**config.mk**
```make
export PLATFORM = sky130hd
export DESIGN_NAME = q2_32b_sub_pipe
export DESIGN_NICKNAME = d
export VERILOG_FILES = /design/src/rtl/q2_pkg.sv /design/src/rtl/q2_16b_sub.sv /design/src/rtl/q2_32b_sub_pipe.sv
export SDC_FILE = /design/constraint.sdc
export NUM_CORES = 1
export LEC_CHECK = 0
export ABC_AREA = 0
export BUFFER_PORTS_ARGS = -buffer_cell sky130_fd_sc_hd__buf_2
export CORE_MARGIN = 1.5
export CORE_UTILIZATION = 50
export CTS_CLUSTER_SIZE = 40
export DETAILED_ROUTE_END_ITERATION = 12
export PLACE_DENSITY = 0.74
export SLEW_MARGIN = 0
export SYNTH_ARGS = -nofsm -noshare
export SYNTH_HDL_FRONTEND = slang
export SYNTH_SLANG_ARGS = --single-unit
```
**constraint.sdc**
```tcl
create_clock -name clk -period 6.13 [get_ports clk]
set_input_delay 0 -clock clk [delete_from_list [all_inputs] [get_ports clk]]
set_output_delay 0 -clock clk [all_outputs]
set_load 0.05 [all_outputs]
```
**src/rtl/q2_pkg.sv**
```systemverilog
// Shared widths and the stage-1 payload of the two-stage 32-bit subtractor.
package q2_pkg;
    localparam int DATA_W  = 32;
    localparam int SLICE_W = 16;

    typedef struct packed {
        logic [SLICE_W-1:0] lo_diff;
        logic               borrow;
        logic [SLICE_W-1:0] a_hi;
        logic [SLICE_W-1:0] b_hi;
    } s1_payload_t;
endpackage

```
**src/rtl/q2_16b_sub.sv**
```systemverilog
// Combinational 16-bit slice subtractor: diff = a - b - bin, bout is the slice borrow.
module q2_16b_sub
    import q2_pkg::*;
(
    input  logic [SLICE_W-1:0] a,
    input  logic [SLICE_W-1:0] b,
    input  logic               bin,
    output logic [SLICE_W-1:0] diff,
    output logic               bout
);
    logic [SLICE_W:0] wide_s;

    // One extra bit catches the borrow as the wrap of the 17-bit difference.
    always_comb begin
        wide_s = {1'b0, a} - {1'b0, b} - {{SLICE_W{1'b0}}, bin};
        diff   = wide_s[SLICE_W-1:0];
        bout   = wide_s[SLICE_W];
    end
endmodule

```
**src/rtl/q2_32b_sub_pipe.sv**
```systemverilog
// Two-stage valid/ready 32-bit subtractor; low slice in stage 1, high slice in stage 2.
// Define Q2_SUB_OVF_EN to add the registered signed-overflow output ovf.
module q2_32b_sub_pipe
    import q2_pkg::*;
(
    input  logic              clk,
    input  logic              rst_n,
    input  logic              in_valid,
    output logic              in_ready,
    input  logic [DATA_W-1:0] a,
    input  logic [DATA_W-1:0] b,
    input  logic              bin,
    output logic              out_valid,
    input  logic              out_ready,
    output logic [DATA_W-1:0] diff,
    output logic              bout
`ifdef Q2_SUB_OVF_EN
    ,
    output logic              ovf
`endif
);
    logic          s1_valid_r;
    logic          s2_valid_r;
    s1_payload_t   s1_r;
    logic          s1_adv_s;
    logic          s2_adv_s;
    logic [SLICE_W-1:0] lo_diff_s;
    logic               lo_borrow_s;
    logic [SLICE_W-1:0] hi_diff_s;
    logic               hi_borrow_s;

    q2_16b_sub u_lo (
        .a    (a[SLICE_W-1:0]),
        .b    (b[SLICE_W-1:0]),
        .bin  (bin),
        .diff (lo_diff_s),
        .bout (lo_borrow_s)
    );

    q2_16b_sub u_hi (
        .a    (s1_r.a_hi),
        .b    (s1_r.b_hi),
        .bin  (s1_r.borrow),
        .diff (hi_diff_s),
        .bout (hi_borrow_s)
    );

    // Stage advance: a stage moves when it is empty or its successor moves.
    always_comb begin
        s2_adv_s = !s2_valid_r || out_ready;
        s1_adv_s = !s1_valid_r || s2_adv_s;
        in_ready = s1_adv_s;
    end

    // Valid flags are the only reset state.
    always_ff @(posedge clk or negedge rst_n) begin
        if (!rst_n) begin
            s1_valid_r <= 1'b0;
            s2_valid_r <= 1'b0;
        end else begin
            if (s1_adv_s) begin
                s1_valid_r <= in_valid;
            end
            if (s2_adv_s) begin
                s2_valid_r <= s1_valid_r;
            end
        end
    end

    // Payload registers load only on a transfer into their stage.
    always_ff @(posedge clk) begin
        if (in_valid && s1_adv_s) begin
            s1_r.lo_diff <= lo_diff_s;
            s1_r.borrow  <= lo_borrow_s;
            s1_r.a_hi    <= a[DATA_W-1:SLICE_W];
            s1_r.b_hi    <= b[DATA_W-1:SLICE_W];
        end
        if (s1_valid_r && s2_adv_s) begin
            diff <= {hi_diff_s, s1_r.lo_diff};
            bout <= hi_borrow_s;
`ifdef Q2_SUB_OVF_EN
            ovf  <= (s1_r.a_hi[SLICE_W-1] != s1_r.b_hi[SLICE_W-1]) &&
                    (hi_diff_s[SLICE_W-1] != s1_r.a_hi[SLICE_W-1]);
`endif
        end
    end

    assign out_valid = s2_valid_r;
endmodule

```
==> impl_metrics.csv, run 1 <==
group,metric,value,unit
worst_hold_path,whs_endpoint,"s1_r[32]$_DFFE_PP_",
synthesis,synth_area,4905,sq um
layout,design_area,6123,sq um
worst_setup_path,r2r_slack,3.43,ns
detailed_routing,drt-total-wl,9.588,mm
worst_setup_path,crit_type,"reg2reg",
clock_tree,htreeDepth,3,
clock_tree,clk_latency,0.35,ns
worst_hold_path,worstHoldStart,"b[15]",
timing,worstMarginPinSlew,1.114,ns
synthesis,seq_area_frac_synth,51.22,%
power,power,1.694,mW
clock_tree,clk_pin_slew,0.09,ns
detailed_routing,vias,3514,
worst_setup_path,crit_path_cell_trace,"inv_1, fa_1, inv_1, fa_1, a21boi_0, nor4_2, nor3_1, o21ai_0, mux2i_1, nor2_1",
grt,antenna_found_initial,2,
detailed_routing,detail_route.iter0.violations,91,
floorplanning,dieArea,10410,sq um
synthesis,yosysWarnings,0,
run,max_cap_viol_count,0,
power,p_per_area,276.7,nW/um^2
timing,finalClockSkew,0.008284,ns
floorplanning,core_area,9371,sq um
worst_setup_path,r2r_end,"bout$_DFFE_PP_",
grt,grt_first_pass_wirelength,15.23,mm
detailed_routing,via_per_inst,4.956,
timing,setup_violations,0,
placed_design,placed_cell_area,5540,sq um
clock_tree,clock_tree.buffer_depth,2,
layout,fillers,733,
worst_setup_path,worstReg2RegStart,"s1_r[0]$_DFFE_PP_",
detailed_routing,top_layer,"met4",
clock_tree,cts_post_setup_buffers_inserted,0,
worst_setup_path,worst_setup_path_end_kind,"register",
clock_tree,cts_root_buf,"clkbuf_8",
clock_tree,clock_sinks,84,
synthesis,synth_top_area_share,50.20,%
floorplanning,die_h,102.0,um
synthesis,synth_fp_nets,563,
grt,first_global_vias,3499,
timing,finalHoldViolCount,0,
detailed_routing,wl_met1,3.380,mm
worst_setup_path,critPathLaunchType,"register",
layout,layout_common_cells,"buf_2 (103), inv_1 (101), edfxtp_1 (82)",
clock_tree,hold_buffers,38,
detailed_routing,antenna_left,0,
timing,period_needed,2.697,ns
synthesis,synth_area_leader_cell,"edfxtp_1",
grt,track_usage,19.39,%
worst_setup_path,critPathMaxStageDelay,0.40,ns
detailed_routing,dr.pass1.iters,4,
layout,finalNetCount,706,
synthesis,synth_flop_cell,"edfxtp_1",
timing,max_slew_margin,25.73,%
timing,fin_crit_sh,43.99,%
timing,max_freq,0.3708,GHz
clock_tree,cts_tree,"yes",
power,ir_worst_vdd,0.1345,mV
worst_setup_path,crit_required,6.24,ns
worst_hold_path,whs_path_depth,3,
worst_setup_path,rr_worst_depth,10,
worst_hold_path,min_path_type,"in2reg",
timing,rsz0062_at_grt,"false",
clock_tree,cts-resized-gates,0,
clock_tree,cts-buffers-inserted,9,
grt,grt_max_degree,50,
synthesis,yosysUniqueCellTypes,54,
detailed_routing,drc,0,
layout,drive_above_1_share,22.49,%
layout,mostFrequentLayoutCell,"buf_2",
synthesis,avgSynthCellArea,11.41,sq um
grt,grt_overflow,0,
power,leakagePower,2.821,nW
timing,fin_tns_setup,0,ns
timing,drv_slew,0,
floorplanning,pin_count,104,
floorplanning,rows,35,
placed_design,io_buffer_count,103,
detailed_routing,wire_per_inst,13.52,um
floorplanning,start_util,52.34,%
placed_design,dp_hpwl,6.431,mm
synthesis,synth_area_leaders,"edfxtp_1 (50%), ha_1 (15%), inv_1 (7.7%)",
layout,syn2layout_area_growth,24.85,%
outcome,outcome,"finished clean",
detailed_routing,dr_wl_met3,409,um
worst_setup_path,cp_max_fo,3,
worst_setup_path,slowest_stage,"fa_1",
synthesis,synth_edf_count,82,
worst_setup_path,worstPathArrival,2.81,ns
floorplanning,chipWidth,102.0,um
synthesis,synth-seq-cells,84,
detailed_routing,wl_met2,5.287,mm
placed_design,gp_congestion,0.8890,
synthesis,synth-async-reset-ratio,2.381,%
synthesis,syn_inst,430,
through the flow:
stage / cells / setup slack [ns] / hold WS, ns / util (%)
6_report: 709 / 3.433 / 0.1038 / 65.34
5_1_grt: 709 / 3.214 / 0.1138 / 65.34
4_1_cts: 707 / 3.483 / 0.08614 / 65.29
3_5_place_dp: 653 / 3.506 / -0.2123 / 59.12
3_3_place_gp: 653 / 3.594 / -0.2152 / 59.12
2_1_floorplan: 430 / 3.349 / -0.2956 / -
sequential cells by signal (all words and copies together) (netlist names):
| name | flops |
|---|---|
| bout | 1 |
| diff | 32 |
| out_valid | 1 |
| s1_r | 49 |
| s1_valid_r | 1 |
worst max path at each step:
| stage | from | to | slack, ns | depth (start not counted) |
|---|---|---|---|---|
| 2_1_floorplan | out_valid$_DFFE_PN0P_ | s1_r[0]$_DFFE_PP_ | 3.35 | 2 |
| 3_3_place_gp | s1_r[16]$_DFFE_PP_ | diff[30]$_DFFE_PP_ | 3.59 | 9 |
| 3_5_place_dp | s1_r[0]$_DFFE_PP_ | bout$_DFFE_PP_ | 3.51 | 10 |
| 4_1_cts | s1_r[0]$_DFFE_PP_ | bout$_DFFE_PP_ | 3.48 | 10 |
| 5_1_grt | s1_r[0]$_DFFE_PP_ | bout$_DFFE_PP_ | 3.21 | 10 |
| 6_report | s1_r[0]$_DFFE_PP_ | bout$_DFFE_PP_ | 3.43 | 10 |
power by group:
part / switching [mW] / leakage, nW / internal (mW)
clock: 0.206 / 0.0899 / 0.190
combinational: 0.350 / 1.92 / 0.202
sequential: 0.0161 / 0.808 / 0.731
cell usage after synthesis, types with 3 or more instances:
master / n
nor2_1: 15
nand2b_1: 6
buf_4: 3
a21o_1: 8
clkbuf_1: 6
nand3b_1: 4
fa_1: 4
ha_1: 60
nand2_1: 11
mux2i_1: 3
o21a_1: 3
a21oi_1: 19
a31oi_1: 3
nand3_1: 6
edfxtp_1: 82
nor3_1: 7
o21ai_0: 12
xor2_1: 9
inv_1: 101
xnor2_1: 18
or3_1: 3
critical path, delay by kind of cell (launching register included):
kind            cells  cell delay (ns)
buf+inv             2             0.19
compound gates      2             0.55
mux                 1             0.20
flops               1             0.38
fa+ha+maj           2             0.63
simple gates        3             0.52
cells by family (layout without fill, tap and decap cells):
family	count (synthesis)	after routing	share of synthesized area [%]
other	0	2	0
AO/OA/AOI/OAI	70	70	9.515
XOR/XNOR	27	27	4.821
adder cells (fa/ha/maj)	64	64	16.94
multiplexers	3	3	0.6123
AND/OR/NAND/NOR	70	70	8.061
buffers and inverters	112	260	8.826
flip-flops	84	84	51.22
final cells by class:
type                    count  area, sq um  share of cell area, %
inverters                 102        382.9                  6.253
repair buffers            142        903.4                  14.75
clock buffers               9        123.9                  2.023
well taps                 129        161.4                  2.636
diodes                      2        5.005                0.08173
flip-flops and latches     84         2512                  41.03
multi-input cells         234         1961                  32.02
clock inverters             7        73.82                  1.206
per-layer routing:
layer,vias up,track usage (%)
met3,41,4.172
met5,-,0
li1,1763,-
met2,114,37.09
met1,1596,18.16
met4,0,13.38
(Power assumes the default switching activity.)
==> run 2, diff against run 1 <==
==> constraint.sdc (replaced) <==
create_clock -name clk -period 2.49 [get_ports clk]
set_input_delay 0 -clock clk [delete_from_list [all_inputs] [get_ports clk]]
set_output_delay 0 -clock clk [all_outputs]
set_load 0.05 [all_outputs]
==> impl_metrics.csv, run 2 (same netlist as run 1, synthesis figures left out) <==
group,metric,value,unit
outcome,outcome,"finished clean",
worst_setup_path,path_buf_inv,2,
layout,fillers,674,
layout,n_antenna_cell,0,
floorplanning,die_h,102.0,um
layout,top_regs,"s1_r: 49 flops, diff: 32 flops",
clock_tree,clk_pin_slew,0.09,ns
worst_setup_path,crit_type,"reg2reg",
timing,max_freq,0.4062,GHz
placed_design,place_ws,-0.1759,ns
layout,finalNetCount,729,
worst_setup_path,critPathMaxStageDelay,0.42,ns
run,max_cap_viol_count,0,
worst_setup_path,r2r_slack,0.03,ns
clock_tree,cts-buffers-inserted,9,
floorplanning,core_area,9371,sq um
grt,grt_first_pass_wirelength,14.65,mm
worst_hold_path,min_path_type,"in2reg",
clock_tree,clock_sinks,84,
clock_tree,clk_latency,0.35,ns
timing,finalClockSkew,0.01115,ns
worst_setup_path,path_common_cell,"buf_4",
worst_setup_path,critPathTopFamily,"adder cells",
worst_setup_path,cp.depth,10,
worst_setup_path,crit_start,"s1_r[16]$_DFFE_PP_",
worst_setup_path,r2r_end,"diff[31]$_DFFE_PP_",
worst_setup_path,slowest_stage,"edfxtp_1",
worst_setup_path,crit_path_end,"diff[31]$_DFFE_PP_",
power,p_per_area,705.1,nW/um^2
timing,rsz0062_at_grt,"true",
layout,mostFrequentLayoutCell,"buf_2",
grt,track_usage,18.48,%
detailed_routing,drc,0,
detailed_routing,drt-total-wl,9.757,mm
grt,first_global_vias,3506,
placed_design,gp_congestion,0.8932,
worst_setup_path,worstReg2RegStart,"s1_r[16]$_DFFE_PP_",
layout,largest_reg_flops,49,
layout,layout_common_cells,"buf_2 (103), inv_1 (97), edfxtp_1 (82)",
grt,antenna_found_initial,0,
timing,fin_crit_sh,98.87,%
layout,drive_above_1_share,29.45,%
power,ir_worst_vdd,0.2725,mV
clock_tree,clock_tree.buffer_depth,2,
layout,final_util,69.43,%
detailed_routing,vias,3651,
layout,largest-register,"s1_r",
timing,drv_slew,0,
clock_tree,cts_root_buf,"clkbuf_8",
floorplanning,chipWidth,102.0,um
timing,finalHoldViolCount,0,
power,leakagePower,2.986,nW
timing,worstMarginPinSlew,0.6267,ns
timing,worst_slack,0.02826,ns
worst_setup_path,worstPathArrival,2.57,ns
detailed_routing,antenna_left,0,
timing,max_slew_margin,58.22,%
detailed_routing,via_per_inst,5.001,
timing,period_needed,2.462,ns
clock_tree,htreeDepth,3,
detailed_routing,dr.pass1.iters,4,
floorplanning,dieArea,10410,sq um
worst_setup_path,critPathLaunchType,"register",
worst_setup_path,cp_max_fo,3,
grt,grt_max_degree,50,
worst_setup_path,crit_required,2.59,ns
detailed_routing,wire_per_inst,13.37,um
floorplanning,pin_count,104,
detailed_routing,detail_route.iter0.violations,122,
timing,setup_violations,0,
placed_design,dp_hpwl,6.572,mm
placed_design,io_buffer_count,103,
grt,grt_overflow,0,
timing,hold-worst-slack,0.1046,ns
layout,syn2layout_area_growth,32.65,%
worst_setup_path,worst_setup_path_end_kind,"register",
clock_tree,cts_tree,"yes",
worst_setup_path,rr_worst_depth,10,
floorplanning,rows,35,
worst_setup_path,crit_path_cell_trace,"fa_2, buf_4, ha_1, o21ai_0, and3b_2, o21ai_2, a21oi_1, buf_4, o31ai_2, xor2_1",
floorplanning,start_util,52.34,%
==> run 2: worst min-delay path by stage <==
stage,startpoint,endpoint,slack [ns],cells after the start
CTS,b[15],s1_r[32]$_DFFE_PP_,0.08,3
global placement,rst_n,out_valid$_DFFE_PN0P_,-0.21,1
global route,b[1],s1_r[34]$_DFFE_PP_,0.12,3
finish,b[1],s1_r[34]$_DFFE_PP_,0.10,3
detailed placement,rst_n,out_valid$_DFFE_PN0P_,-0.21,1
floorplan,rst_n,out_valid$_DFFE_PN0P_,-0.30,0
==> run 2: where the power goes <==
part / total, mW / switching, mW / internal, mW
Clock: 1.21 / 0.521 / 0.685
Combinational: 1.54 / 0.920 / 0.618
Sequential: 1.84 / 0.0445 / 1.80
Total: 4.59 / 1.48 / 3.10
==> run 2: per-stage QoR <==
step / area, sq um / cells / total power, mW / TNS [ns]
floorplan: 4906 / 430 / 2.880 / 0
global placement: 5683 / 672 / 3.178 / -0.09427
detailed placement: 5683 / 672 / 3.228 / -0.4753
CTS: 6359 / 727 / 4.514 / -0.04868
global route: 6506 / 730 / 4.804 / -0.09857
finish: 6506 / 730 / 4.587 / 0
==> run 2: cell type report <==
cell class / instances / area (sq um) / area share [%]
tap: 129 / 161.4 / 2.481
timing repair buffer: 165 / 1076 / 16.54
sequential: 84 / 2512 / 38.62
inverter: 102 / 382.9 / 5.885
multi-input combinational: 234 / 2120 / 32.58
clock buffer: 9 / 123.9 / 1.904
clock inverter: 7 / 130.1 / 2.000
==> run 2: worst reg2reg max path: cells and delay by family, from the launching register on <==
| family | cells | cell delay [ns] |
|---|---|---|
| adders and majority gates | 2 | 0.64 |
| AOI/OAI and AO/OA | 4 | 0.53 |
| DFF | 1 | 0.42 |
| buffers and inverters | 2 | 0.31 |
| and+or+nand+nor | 1 | 0.23 |
| xor gates and xnor gates | 1 | 0.09 |
==> run 2: repair_timing <==
item	in CTS	in global routing
pin swaps	7	10
cloned	0	0
hold endpoints to repair	37	0
gates resized for setup	10	18
endpoints found under the setup margin	4	6
setup buffers	2	3
hold buffers	38	0
==> run 2: routing by layer <==
layer  wire length, um  vias to the layer above  track usage (%)  part of all wire (%)
met3               282                       29            2.599                   2.9
met1              3743                     1715            17.79                    38
li1                  -                     1809                -                     -
met5                 0                        -                0                     0
met4               342                        0            11.17                   3.5
met2              5389                       98            36.58                    55
